[src/rtl/fetch_decode_stage.sv]
// Stage 1: PC, instruction fetch and decode. Strobes appear two cycles after FETCH, one instruction per two cycles.
// A stall_in in DECODE holds pc and ir and delays the strobes one cycle per stall cycle; nothing is dropped.
module fetch_decode_stage #(
  parameter int                  PC_WIDTH = 4,
  parameter logic [PC_WIDTH-1:0] RESET_PC = '0
) (
  input  logic                clk,
  input  logic                res,
  input  logic                run,
  input  logic [7:0]          instr_in,
  input  logic                stall_in,
  output logic [PC_WIDTH-1:0] pc_out,
  output logic [3:0]          reg_a_d,
  output logic                reg_a_en,
  output logic [3:0]          reg_b_d,
  output logic                reg_b_en,
  output logic [3:0]          alu_op,
  output logic                exec_valid,
  output logic                halted
);

  typedef enum logic [1:0] {IDLE, FETCH, DECODE, HALT} state_t;

  localparam logic [3:0] OP_LDA = 4'h1;
  localparam logic [3:0] OP_LDB = 4'h2;
  localparam logic [3:0] OP_ADD = 4'h3;
  localparam logic [3:0] OP_SUB = 4'h4;
  localparam logic [3:0] OP_AND = 4'h5;
  localparam logic [3:0] OP_OR  = 4'h6;
  localparam logic [3:0] OP_XOR = 4'h7;
  localparam logic [3:0] OP_JMP = 4'h8;
  localparam logic [3:0] OP_HLT = 4'hF;

  state_t     state;
  logic [7:0] ir;

  always_ff @(posedge clk or posedge res) begin
    if (res) begin
      state      <= IDLE;
      ir         <= 8'h00;
      pc_out     <= RESET_PC;
      reg_a_d    <= 4'h0;
      reg_a_en   <= 1'b0;
      reg_b_d    <= 4'h0;
      reg_b_en   <= 1'b0;
      alu_op     <= 4'h0;
      exec_valid <= 1'b0;
      halted     <= 1'b0;
    end else begin
      // strobes are single-cycle pulses unless re-armed by a DECODE exit below
      reg_a_en   <= 1'b0;
      reg_b_en   <= 1'b0;
      exec_valid <= 1'b0;
      case (state)
        IDLE: begin
          if (run) state <= FETCH;
        end
        FETCH: begin
          ir     <= instr_in;
          pc_out <= pc_out + 1'b1;
          state  <= DECODE;
        end
        DECODE: begin
          if (!stall_in) begin
            case (ir[7:4])
              OP_LDA: begin
                reg_a_d  <= ir[3:0];
                reg_a_en <= 1'b1;
              end
              OP_LDB: begin
                reg_b_d  <= ir[3:0];
                reg_b_en <= 1'b1;
              end
              OP_ADD, OP_SUB, OP_AND, OP_OR, OP_XOR: begin
                alu_op     <= ir[7:4];
                exec_valid <= 1'b1;
              end
              OP_JMP: pc_out <= PC_WIDTH'(ir[3:0]);
              default: ;
            endcase
            if (ir[7:4] == OP_HLT) begin
              state  <= HALT;
              halted <= 1'b1;
            end else begin
              state <= run ? FETCH : IDLE;
            end
          end
        end
        HALT: begin
          halted <= 1'b1;
        end
      endcase
    end
  end

endmodule

[config.mk]
export PLATFORM = sky130hd
export DESIGN_NAME = fetch_decode_stage
export DESIGN_NICKNAME = d
export VERILOG_FILES = /design/src/rtl/fetch_decode_stage.sv
export SDC_FILE = /design/constraint.sdc
export NUM_CORES = 1
export LEC_CHECK = 0
export CORE_UTILIZATION = 51
export CTS_BUF_LIST = sky130_fd_sc_hd__clkbuf_4 sky130_fd_sc_hd__clkbuf_8
export DETAILED_ROUTE_END_ITERATION = 8
export PLACE_DENSITY = 0.82
export SLEW_MARGIN = 20
export SYNTH_ARGS = -nofsm -noshare
export SYNTH_HDL_FRONTEND = slang
export SYNTH_SLANG_ARGS = --single-unit
[constraint.sdc]
create_clock -name clk -period 2.2 [get_ports clk]
set_input_delay 0.22 -clock clk [delete_from_list [all_inputs] [get_ports clk]]
set_output_delay 0.22 -clock clk [all_outputs]
set_load 0.05 [all_outputs]
Yosys cells after proc, flatten, opt, wreduce, memory -nomap -nowiden

Index checks and enable logic that the tools add are counted.

Memory bits (writable): 0
Register bits: 30
Latch bits: 0
Memories: 0
Word-level logic and storage cells: 59
ROM bits: 0
Bits of input ports: 12
Output and inout bits: 20

Shifts and indexed selects: 0
Muxes and demuxes: 20
Divide/modulo/power cells: 0
Add/sub/neg operators: 1
Reductions and logical operators: 11
Order comparisons: 0
Equal/unequal tests: 16
Multiply operators: 0
Bitwise gates (word level): 1

Operators by type and width:

| cell                  | number |
|---|---|
| $reduce_and A3 Y1     | 6 |
| $eq A4 B3 Y1 const B  | 4 |
| $mux W1               | 12 |
| $eq A4 B2 Y1 const B  | 2 |
| $eq A4 B4 Y1 const B  | 2 |
| $mux W4               | 2 |
| $pmux W4 S2           | 1 |
| $mux W2               | 3 |
| $ne A2 B2 Y1 const B  | 3 |
| $pmux W2 S3           | 1 |
| $reduce_or A5 Y1      | 1 |
| $add A4 B1 Y4 const B | 1 |
| $eq A2 B2 Y1 const B  | 2 |
| $eq A4 B1 Y1 const B  | 1 |
| $reduce_bool A2 Y1    | 2 |
| $reduce_bool A3 Y1    | 1 |
| $eq A2 B1 Y1 const B  | 1 |
| $logic_not A2 Y1      | 1 |
| $ne A2 B1 Y1 const B  | 1 |
| $pmux W1 S2           | 1 |
| $not A1 Y1            | 1 |

Longest topological paths before layout

Gate-level depths: netlist (run 1).

Depth after elaboration: 5
Mapped depth: 6

Least setup slack after synthesis (run 1)

Ideal clock, no wire load.

Path kind: register -> register
From: register state[0]
To: register pc_out[1]
Setup time: 0.123 ns
Period minus slack after synthesis: 1.768 ns
Arrival: 1.645 ns
Data required time: 2.077 ns
Stages on the path, launching flop included: 6
Path slack: 0.432 ns
Path buffers: 0
Cells stage by stage: dfrtp_1 inv_1 ha_1 or4b_4 or3_1 o221a_2

Word-level cells in the longest chain between the ends: 3
Elaborated cells on any way between the ends: 7
Those cells by class: eq/ne: 4; mux: 1; reduce/logical: 2

Ends and longest elaborated chain:

| item                                           | line | RTL |
|---|---|---|
| start: declaration                             | 34   | `state_t state;` |
| start signal: assignment                       | 85   | `state <= run ? FETCH : IDLE;` |
| $eq A2 B2 Y1 or $eq A2 B1 Y1 (tied branches)   | 54   | `case (state)` |
| $ne A2 B1 Y1 (no line) (tied with other cells) | --   |  |
| $reduce_and A3 Y1 (no line)                    | --   |  |
| end signal: assignment                         | 60   | `pc_out <= pc_out + 1'b1;` |
| end signal: assignment                         | 78   | `OP_JMP: pc_out <= PC_WIDTH'(ir[3:0]);` |
| end: declaration                               | 12   | `output logic [PC_WIDTH-1:0] pc_out,` |

Parallel ways exist; a longest one is shown, timed or not.
A chain may end at the register's enable or synchronous reset.

Worst setup path in the final report (run 1)

Ends and elaborated chain as after synthesis.

==> results of run 1 <==
-- layout make-up --
cell class | count | area share (%)
Sequential cell | 30 | 42.7
Multi-Input combinational cell | 67 | 32.6
Timing Repair Buffer | 33 | 18.5
Clock buffer | 5 | 2.14
Tap cell | 30 | 2.14
Inverter | 6 | 1.28
Clock inverter | 2 | 0.570
-- power by group through the flow --
stage                     clock [mW]  combinational (mW)  sequential [mW]
final                          0.293                1.23            0.954
after global routing           0.326                1.31            0.989
after CTS                      0.303                1.23            0.956
after detailed placement           0                1.23            0.963
after global placement             0                1.19            0.950
after floorplan                    0               0.554             1.25
-- cell families (layout without fill, tap and decap cells) --
group                      after synthesis  in the layout  synth area share (%)
DFF                                     30             30                  55.6
and+or+nand+nor                         25             25                  11.9
muxes                                   21             21                  17.4
AOI/OAI and AO/OA                       16             16                  8.53
buffers and inverters                    7             46                  1.95
adders and majority gates                5              5                  4.63
-- through the flow --
stage / instances / total power [mW] / hold slack [ns] / worst slack (ns) / util [%]
floorplan: 104 / 1.80 / 0.311 / 0.432 / -
global placement: 166 / 2.14 / 0.442 / 0.396 / 68.4
detailed placement: 166 / 2.19 / 0.465 / 0.295 / 68.4
CTS: 173 / 2.49 / 0.274 / 0.293 / 70.3
global route: 173 / 2.63 / 0.285 / 0.137 / 70.3
finish: 173 / 2.48 / 0.264 / 0.275 / 70.3
-- sequential cells by signal, summed over array words and instances (netlist names) --
name,cells
alu_op,4
exec_valid,1
halted,1
ir,8
pc_out,4
reg_a_d,4
reg_a_en,1
reg_b_d,4
reg_b_en,1
state,2
-- worst max-delay path: stages (launching register included) --
cell and delay (ns):
dfrtp_1 0.41, inv_1 0.10, ha_1 0.30, or4b_4 0.52, or3_1 0.35, o221a_2 0.13
-- cells in the final DEF, fill, tap and decap left out, types with 3 or more instances in the layout --
cell type and count:
clkbuf_4 5, clkdlybuf4s50_1 31, dfrtp_1 30, ha_1 5
inv_1 6, mux2_2 20, nand2_1 3, nand2b_1 4
nand3_1 3, nor2b_1 4, o21ai_0 4
-- layer usage --
metal,GRT usage (%),vias to the layer above,routed length [um]
met1,26.2,486,1140
met2,33.1,23,1210
met3,8.62,6,118
met4,7.89,0,40
li1,-,454,-
met5,0,-,0
-- worst max-delay path by stage --
stage	from	endpoint	slack [ns]
2_1_floorplan	state[0]	pc_out[1]	0.43
3_3_place_gp	state[0]	pc_out[1]	0.40
3_5_place_dp	state[0]	pc_out[1]	0.30
4_1_cts	state[0]	pc_out[1]	0.29
5_1_grt	state[0]	reg_a_d[3]	0.14
6_report	state[0]	pc_out[1]	0.28
==> flow_metrics.py, run 1 <==
metrics = {
    "final_layout": {
        "fillers": 178,
        "seqCellArea_um2": 751,
        "final_layout_size_suffix_gt1_share_pct": 23.1,
        "multi_input_area_um2": 573,
        "area_growth_pct": 30.1,
        "nets": 160,
        "fin_area_um2": 1760,
        "diodes": 0,
    },
    "power": {
        "p_clk_share_pct": 11.8,
        "peakVddDrop_mv": 0.966,
        "power_density_nw_per_um2": 1410,
        "pwr-share-comb_pct": 49.6,
        "swShare_pct": 43.0,
        "leakagePower_nw": 0.791,
        "p_switching_mw": 1.07,
        "cellInternalPower_mw": 1.41,
        "pwr-share-seq_pct": 38.5,
    },
    "yosys": {
        "syn_nets": 121,
        "netlist_top_cells_count": "30 x dfrtp_1, 20 x mux2_2, 6 x inv_1, 5 x ha_1",
        "synth_seq_cells": 30,
        "yosysTopAreaCellShare_pct": 55.6,
        "synth_area_leaders": "dfrtp_1 56%, mux2_2 17%, ha_1 4.6%, nand2b_1 1.9%, nor2b_1 1.9%",
        "synth_edf_count": 0,
        "synth.distinct_cells": 30,
        "synth_area_per_cell_um2": 13.0,
        "syn-cell-area_um2": 1350,
        "ys.flop_type": "dfrtp_1",
        "synth_top_area_cell": "dfrtp_1",
        "ys_warn_count": 0,
        "syn_inst": 104,
        "yosysSeqAreaShare_pct": 55.6,
        "yosysMostFrequentCell": "dfrtp_1",
        "async_flop_share_pct": 100,
    },
    "timing": {
        "worstMarginPinSlew_ns": 0.502,
        "slew_headroom_pct": 66.5,
        "post-route-period-util_pct": 87.5,
        "hold_viol": 0,
        "setup_viol": 0,
        "rsz0062_at_grt": "false",
        "fin_crit_ns": 1.92,
        "fmax_ghz": 0.520,
        "setup-tns-final_ns": 0,
        "slew_viol_final": 0,
        "finClkSkew_ns": 0.00697,
    },
    "setup_path": {
        "crit_type": "reg2reg",
        "worst-r2r-cell-count": 5,
        "regToRegStartpoint": "state[0]",
        "critPathLaunchType": "flop",
        "r2r_end": "pc_out[1]",
        "cp-end-kind": "flop",
        "r2r_slack_ns": 0.28,
        "arrival_ns": 2.14,
        "cp.required_ns": 2.42,
        "cp_max_fo": 9,
    },
    "status": {
        "status": "finished, final reports clean",
    },
    "global_routing": {
        "antenna_found_initial": 0,
        "grt_pass1_wl_mm": 4.08,
        "grt_max_degree": 31,
        "grt_usage_pct": 21.3,
        "grt-ovfl-total": 0,
        "grt_pass1_vias": 893,
    },
    "die": {
        "die_x_um": 53.5,
        "start_util_pct": 54.0,
        "die_height_um": 53.5,
        "core_um2": 2500,
        "ios": 32,
        "dieArea_um2": 2860,
        "rows": 18,
    },
    "cts": {
        "clkTransAtPathRegs_ns": 0.09,
        "cts_hold_buf": 0,
        "cts_root_buf": "clkbuf_4",
        "post_cts_buffers": 0,
        "cts_tree": "done",
        "cts_resized": 0,
        "htree_levels": 2,
        "cts_buffer_depth": 2,
        "cts_sinks": 30,
        "clock_latency_ns": 0.33,
        "cts_buffers": 5,
    },
    "route": {
        "routedWlPerCell_um": 14.5,
        "drtIter0Drc": 25,
        "vias_per_cell": 5.60,
        "drt_wl_total_mm": 2.51,
        "postRouteAntennaNets": 0,
        "drc": 0,
        "vias": 969,
        "drt_pre_antenna_iters": 4,
    },
    "flow_run": {
        "max_cap_viol_count": 0,
    },
    "place": {
        "io_buffers": 31,
        "place.gp.congestion": 0.823,
        "dp_hpwl_mm": 1.87,
        "place_area_um2": 1710,
    },
    "min_path": {
        "hp-class": "in2async",
    },
}
(Power assumes the default switching activity.)
==> run 2, diff against run 1 <==
CORE_UTILIZATION = 30   (was 51)
PLACE_DENSITY = not set   (was 0.82)
==> flow_metrics.py, run 2 (synthesis gave the netlist of run 1 again) <==
metrics = {
    "status": {
        "status": "finished, final reports clean",
    },
    "power": {
        "peakVddDrop_mv": 0.561,
        "total_power_mw": 2.62,
        "power_density_nw_per_um2": 1440,
        "leakagePower_nw": 0.803,
    },
    "die": {
        "dieArea_um2": 4770,
        "rows": 24,
        "core_um2": 4350,
        "ios": 32,
        "die_x_um": 69.1,
        "die_height_um": 69.1,
        "start_util_pct": 31.0,
    },
    "route": {
        "postRouteAntennaNets": 0,
        "drt_wl_total_mm": 2.78,
        "routedWlPerCell_um": 14.3,
        "drtIter0Drc": 50,
        "drt_pre_antenna_iters": 4,
        "drc": 0,
        "vias_per_cell": 4.90,
        "vias": 950,
    },
    "final_layout": {
        "fin_area_um2": 1820,
        "area_growth_pct": 34.8,
        "regMostFlops": "ir",
        "diodes": 0,
        "nets": 160,
        "layout_common_cells": "31 x clkdlybuf4s50_1, 30 x dfrtp_1, 20 x mux2_2",
        "final_util_pct": 41.8,
        "final_layout_size_suffix_gt1_share_pct": 22.5,
        "largest_register_ffs": 8,
        "mostFrequentLayoutCell": "clkdlybuf4s50_1",
    },
    "setup_path": {
        "crit_type": "reg2reg",
        "crit_slowest_cell": "dfrtp_1",
        "worst-r2r-cell-count": 5,
        "worst_path_largest_cell_delay_ns": 0.40,
        "r2r_slack_ns": 0.29,
        "cp-end-kind": "flop",
        "critPathLaunchType": "flop",
        "regToRegStartpoint": "state[0]",
        "cp_cell_sequence": "inv_1, ha_1, nor4b_2, nand3b_1, mux2_2",
        "arrival_ns": 2.06,
        "cp_max_fo": 9,
        "cp.required_ns": 2.36,
        "r2r_end": "reg_a_d[3]",
    },
    "global_routing": {
        "grt_pass1_vias": 1007,
        "antenna_found_initial": 0,
        "grt_usage_pct": 12.7,
        "grt-ovfl-total": 0,
        "grt_pass1_wl_mm": 4.72,
        "grt_max_degree": 31,
    },
    "timing": {
        "hold_viol": 0,
        "slew_headroom_pct": 65.0,
        "finClkSkew_ns": 0.00384,
        "setup_viol": 0,
        "worstMarginPinSlew_ns": 0.524,
        "fmax_ghz": 0.524,
        "rsz0062_at_grt": "false",
        "fin_crit_ns": 1.91,
        "setup-tns-final_ns": 0,
        "post-route-period-util_pct": 86.7,
        "slew_viol_final": 0,
        "whs_ns": 0.338,
    },
    "place": {
        "place_area_um2": 1740,
        "place.gp.congestion": 0.758,
        "io_buffers": 31,
        "dp_hpwl_mm": 2.06,
    },
    "cts": {
        "cts_hold_buf": 0,
        "htree_levels": 2,
        "clock_latency_ns": 0.27,
        "cts_sinks": 30,
        "cts_resized": 0,
        "post_cts_buffers": 0,
        "cts_root_buf": "clkbuf_8",
        "clkTransAtPathRegs_ns": 0.06,
        "cts_buffer_depth": 2,
        "cts_buffers": 5,
        "cts_tree": "done",
    },
    "min_path": {
        "hp-class": "in2async",
    },
    "flow_run": {
        "max_cap_viol_count": 0,
    },
}
run 2: layout make-up:
| type | instances | area, um2 |
|---|---|---|
| inverters | 6 | 22.5 |
| well taps | 52 | 65.1 |
| repair buffers | 33 | 325 |
| flip-flops and latches | 30 | 751 |
| fillers | 390 | 2530 |
| clock buffers | 6 | 82.6 |
| multi-input cells | 67 | 573 |
run 2: how the worst max path moves through the flow:
stage	from	end	slack (ns)	cells past startpoint
floorplan	state[0]	pc_out[1]	0.43	5
global placement	stall_in	pc_out[1]	0.38	4
detailed placement	state[0]	pc_out[1]	0.33	5
CTS	state[0]	pc_out[1]	0.32	5
global route	state[0]	reg_a_d[2]	0.19	5
finish	state[0]	reg_a_d[3]	0.29	5
run 2: critical path, delay by kind of cell (launching register included):
| family | cells | cell delay, ns |
|---|---|---|
| adder cells (fa/ha/maj) | 1 | 0.29 |
| buffers and inverters | 1 | 0.11 |
| flip-flops | 1 | 0.40 |
| multiplexers | 1 | 0.34 |
| AND/OR/NAND/NOR | 2 | 0.65 |
run 2: power breakdown:
part	total, mW	switching (mW)	leakage [nW]	internal (mW)
Combinational	1.24	0.690	0.383	0.551
Clock	0.420	0.180	0.0431	0.240
Sequential	0.954	0.205	0.377	0.749
Total	2.62	1.08	0.803	1.54
run 2: metal layers:
metal  vias up  GRT usage, %  wire length (um)  part of all wire, %
li1        453             -                 -                    -
met2        23          20.7              1430                   51
met4         0          5.22                25                 0.90
met3         2          5.26               134                  4.8
met5         -             0                 0                    0
met1       472          14.8              1190                   43
run 2: through the flow:
| step | setup WS [ns] | instances |
|---|---|---|
| 6_report | 0.293 | 194 |
| 5_1_grt | 0.190 | 194 |
| 4_1_cts | 0.320 | 194 |
| 3_5_place_dp | 0.329 | 188 |
| 3_3_place_gp | 0.381 | 188 |
| 2_1_floorplan | 0.432 | 104 |
==> run 3, diff against run 2 <==
CORE_UTILIZATION = 46   (was 30)
PLACE_DENSITY = 0.78   (was not set)
clock period = 1.6 ns   (was 2.2 ns; I/O delays follow)
==> flow_metrics.py, run 3 (synthesis gave the netlist of run 1 again) <==
metrics = {
    "route": {
        "drt_pre_antenna_iters": 4,
        "drt_wl_total_mm": 2.57,
        "postRouteAntennaNets": 0,
        "routedWlPerCell_um": 13.8,
        "drc": 0,
        "vias_per_cell": 5.42,
        "vias": 1009,
        "drtIter0Drc": 6,
    },
    "setup_path": {
        "worst-r2r-cell-count": 5,
        "cp.required_ns": 1.82,
        "critPathLaunchType": "flop",
        "arrival_ns": 1.88,
        "crit_type": "reg2reg",
        "r2r_slack_ns": -0.06,
        "r2r_end": "pc_out[1]",
        "cp-end-kind": "flop",
        "regToRegStartpoint": "state[0]",
        "cp_max_fo": 4,
    },
    "status": {
        "violations": "negative setup slack",
        "status": "finished with violations",
    },
    "flow_run": {
        "max_cap_viol_count": 0,
    },
    "die": {
        "start_util_pct": 49.0,
        "rows": 19,
        "core_um2": 2760,
        "die_x_um": 56.2,
        "die_height_um": 56.2,
        "dieArea_um2": 3160,
        "ios": 32,
    },
    "power": {
        "power_density_nw_per_um2": 2040,
        "peakVddDrop_mv": 1.50,
        "leakagePower_nw": 0.895,
    },
    "final_layout": {
        "fin_area_um2": 1850,
        "largest_register_ffs": 8,
        "final_layout_size_suffix_gt1_share_pct": 44.5,
        "diodes": 0,
        "nets": 171,
        "regMostFlops": "ir",
        "area_growth_pct": 36.9,
        "layout_common_cells": "33 x buf_4, 30 x dfrtp_1, 19 x mux2_2",
        "seqCellArea_um2": 751,
        "multi_input_area_um2": 596,
        "fillers": 205,
        "mostFrequentLayoutCell": "buf_4",
    },
    "timing": {
        "setup_viol": 1,
        "fin_crit_ns": 1.66,
        "hold_viol": 0,
        "worstMarginPinSlew_ns": 0.364,
        "post-route-period-util_pct": 104,
        "slew_headroom_pct": 75.8,
        "slew_viol_final": 0,
        "finClkSkew_ns": 0.00529,
        "rsz0062_at_grt": "true",
        "whs_ns": 0.195,
        "fmax_ghz": 0.602,
        "fin_ws_ns": -0.0622,
    },
    "cts": {
        "htree_levels": 2,
        "clkTransAtPathRegs_ns": 0.09,
        "cts_buffer_depth": 2,
        "cts_sinks": 30,
        "cts_root_buf": "clkbuf_4",
        "cts_tree": "done",
        "cts_buffers": 5,
        "clock_latency_ns": 0.32,
    },
    "place": {
        "dp_hpwl_mm": 1.93,
        "io_buffers": 31,
        "place_area_um2": 1740,
        "place.gp.congestion": 0.785,
    },
    "min_path": {
        "hp-class": "in2async",
    },
    "global_routing": {
        "grt_pass1_vias": 1023,
        "grt-ovfl-total": 0,
        "grt_usage_pct": 18.4,
        "grt_pass1_wl_mm": 4.31,
        "grt_max_degree": 31,
        "antenna_found_initial": 0,
    },
}
[run 3: cell type report]
class | instances | share of cell area (%)
repair buffers | 44 | 19.4
flip-flops and latches | 30 | 40.6
multi-input cells | 67 | 32.2
inverters | 6 | 1.22
well taps | 31 | 2.10
clock buffers | 7 | 2.84
clock inverters | 1 | 1.62
[run 3: worst max-delay path by stage]
stage / startpoint / endpoint / depth (start not counted)
after floorplan: state[0] / pc_out[1] / 5
after global placement: stall_in / pc_out[1] / 4
after detailed placement: stall_in / pc_out[1] / 4
after CTS: state[0] / pc_out[1] / 5
after global routing: state[0] / pc_out[1] / 5
final: state[0] / pc_out[1] / 5
[run 3: critical path: stages (launching register included)]
cell     delay (ns)
dfrtp_1        0.40
inv_2          0.09
ha_4           0.14
or4b_4         0.47
or3_1          0.33
o221a_2        0.13
[run 3: report_power, final]
part	total (mW)	internal (mW)	switching, mW	leakage [nW]
Sequential	1.28	1.03	0.257	0.377
Clock	0.610	0.365	0.245	0.0463
Combinational	1.88	0.867	1.02	0.472
Total	3.78	2.26	1.52	0.895
[run 3: stage by stage]
| stage | TNS, ns | utilization (%) | instances | power [mW] | worst slack (ns) |
|---|---|---|---|---|---|
| 2_1_floorplan | -0.232 | - | 104 | 2.48 | -0.101 |
| 3_3_place_gp | -0.305 | 63.0 | 177 | 3.03 | -0.116 |
| 3_5_place_dp | -0.562 | 63.0 | 177 | 3.10 | -0.150 |
| 4_1_cts | -0.0988 | 66.4 | 185 | 3.74 | -0.0988 |
| 5_1_grt | -0.328 | 67.0 | 186 | 4.02 | -0.124 |
| 6_report | -0.0622 | 67.0 | 186 | 3.78 | -0.0622 |
[run 3: per-layer routing]
metal / wire length, um / vias up / track usage (%)
li1: - / 480 / -
met1: 1100 / 503 / 21.8
met2: 1350 / 22 / 29.4
met3: 100 / 4 / 6.51
met4: 28 / 0 / 9.41
met5: 0 / - / 0
[run 3: what timing repair did]
action | CTS | global route
endpoints found under the setup margin | 5 | 15
gates resized for setup | 3 | 3
endpoints found under the hold margin | 0 | 0
cloned | 0 | 0
pin swaps | 1 | 2
hold buffers | 0 | 0
buffers inserted | 0 | 1
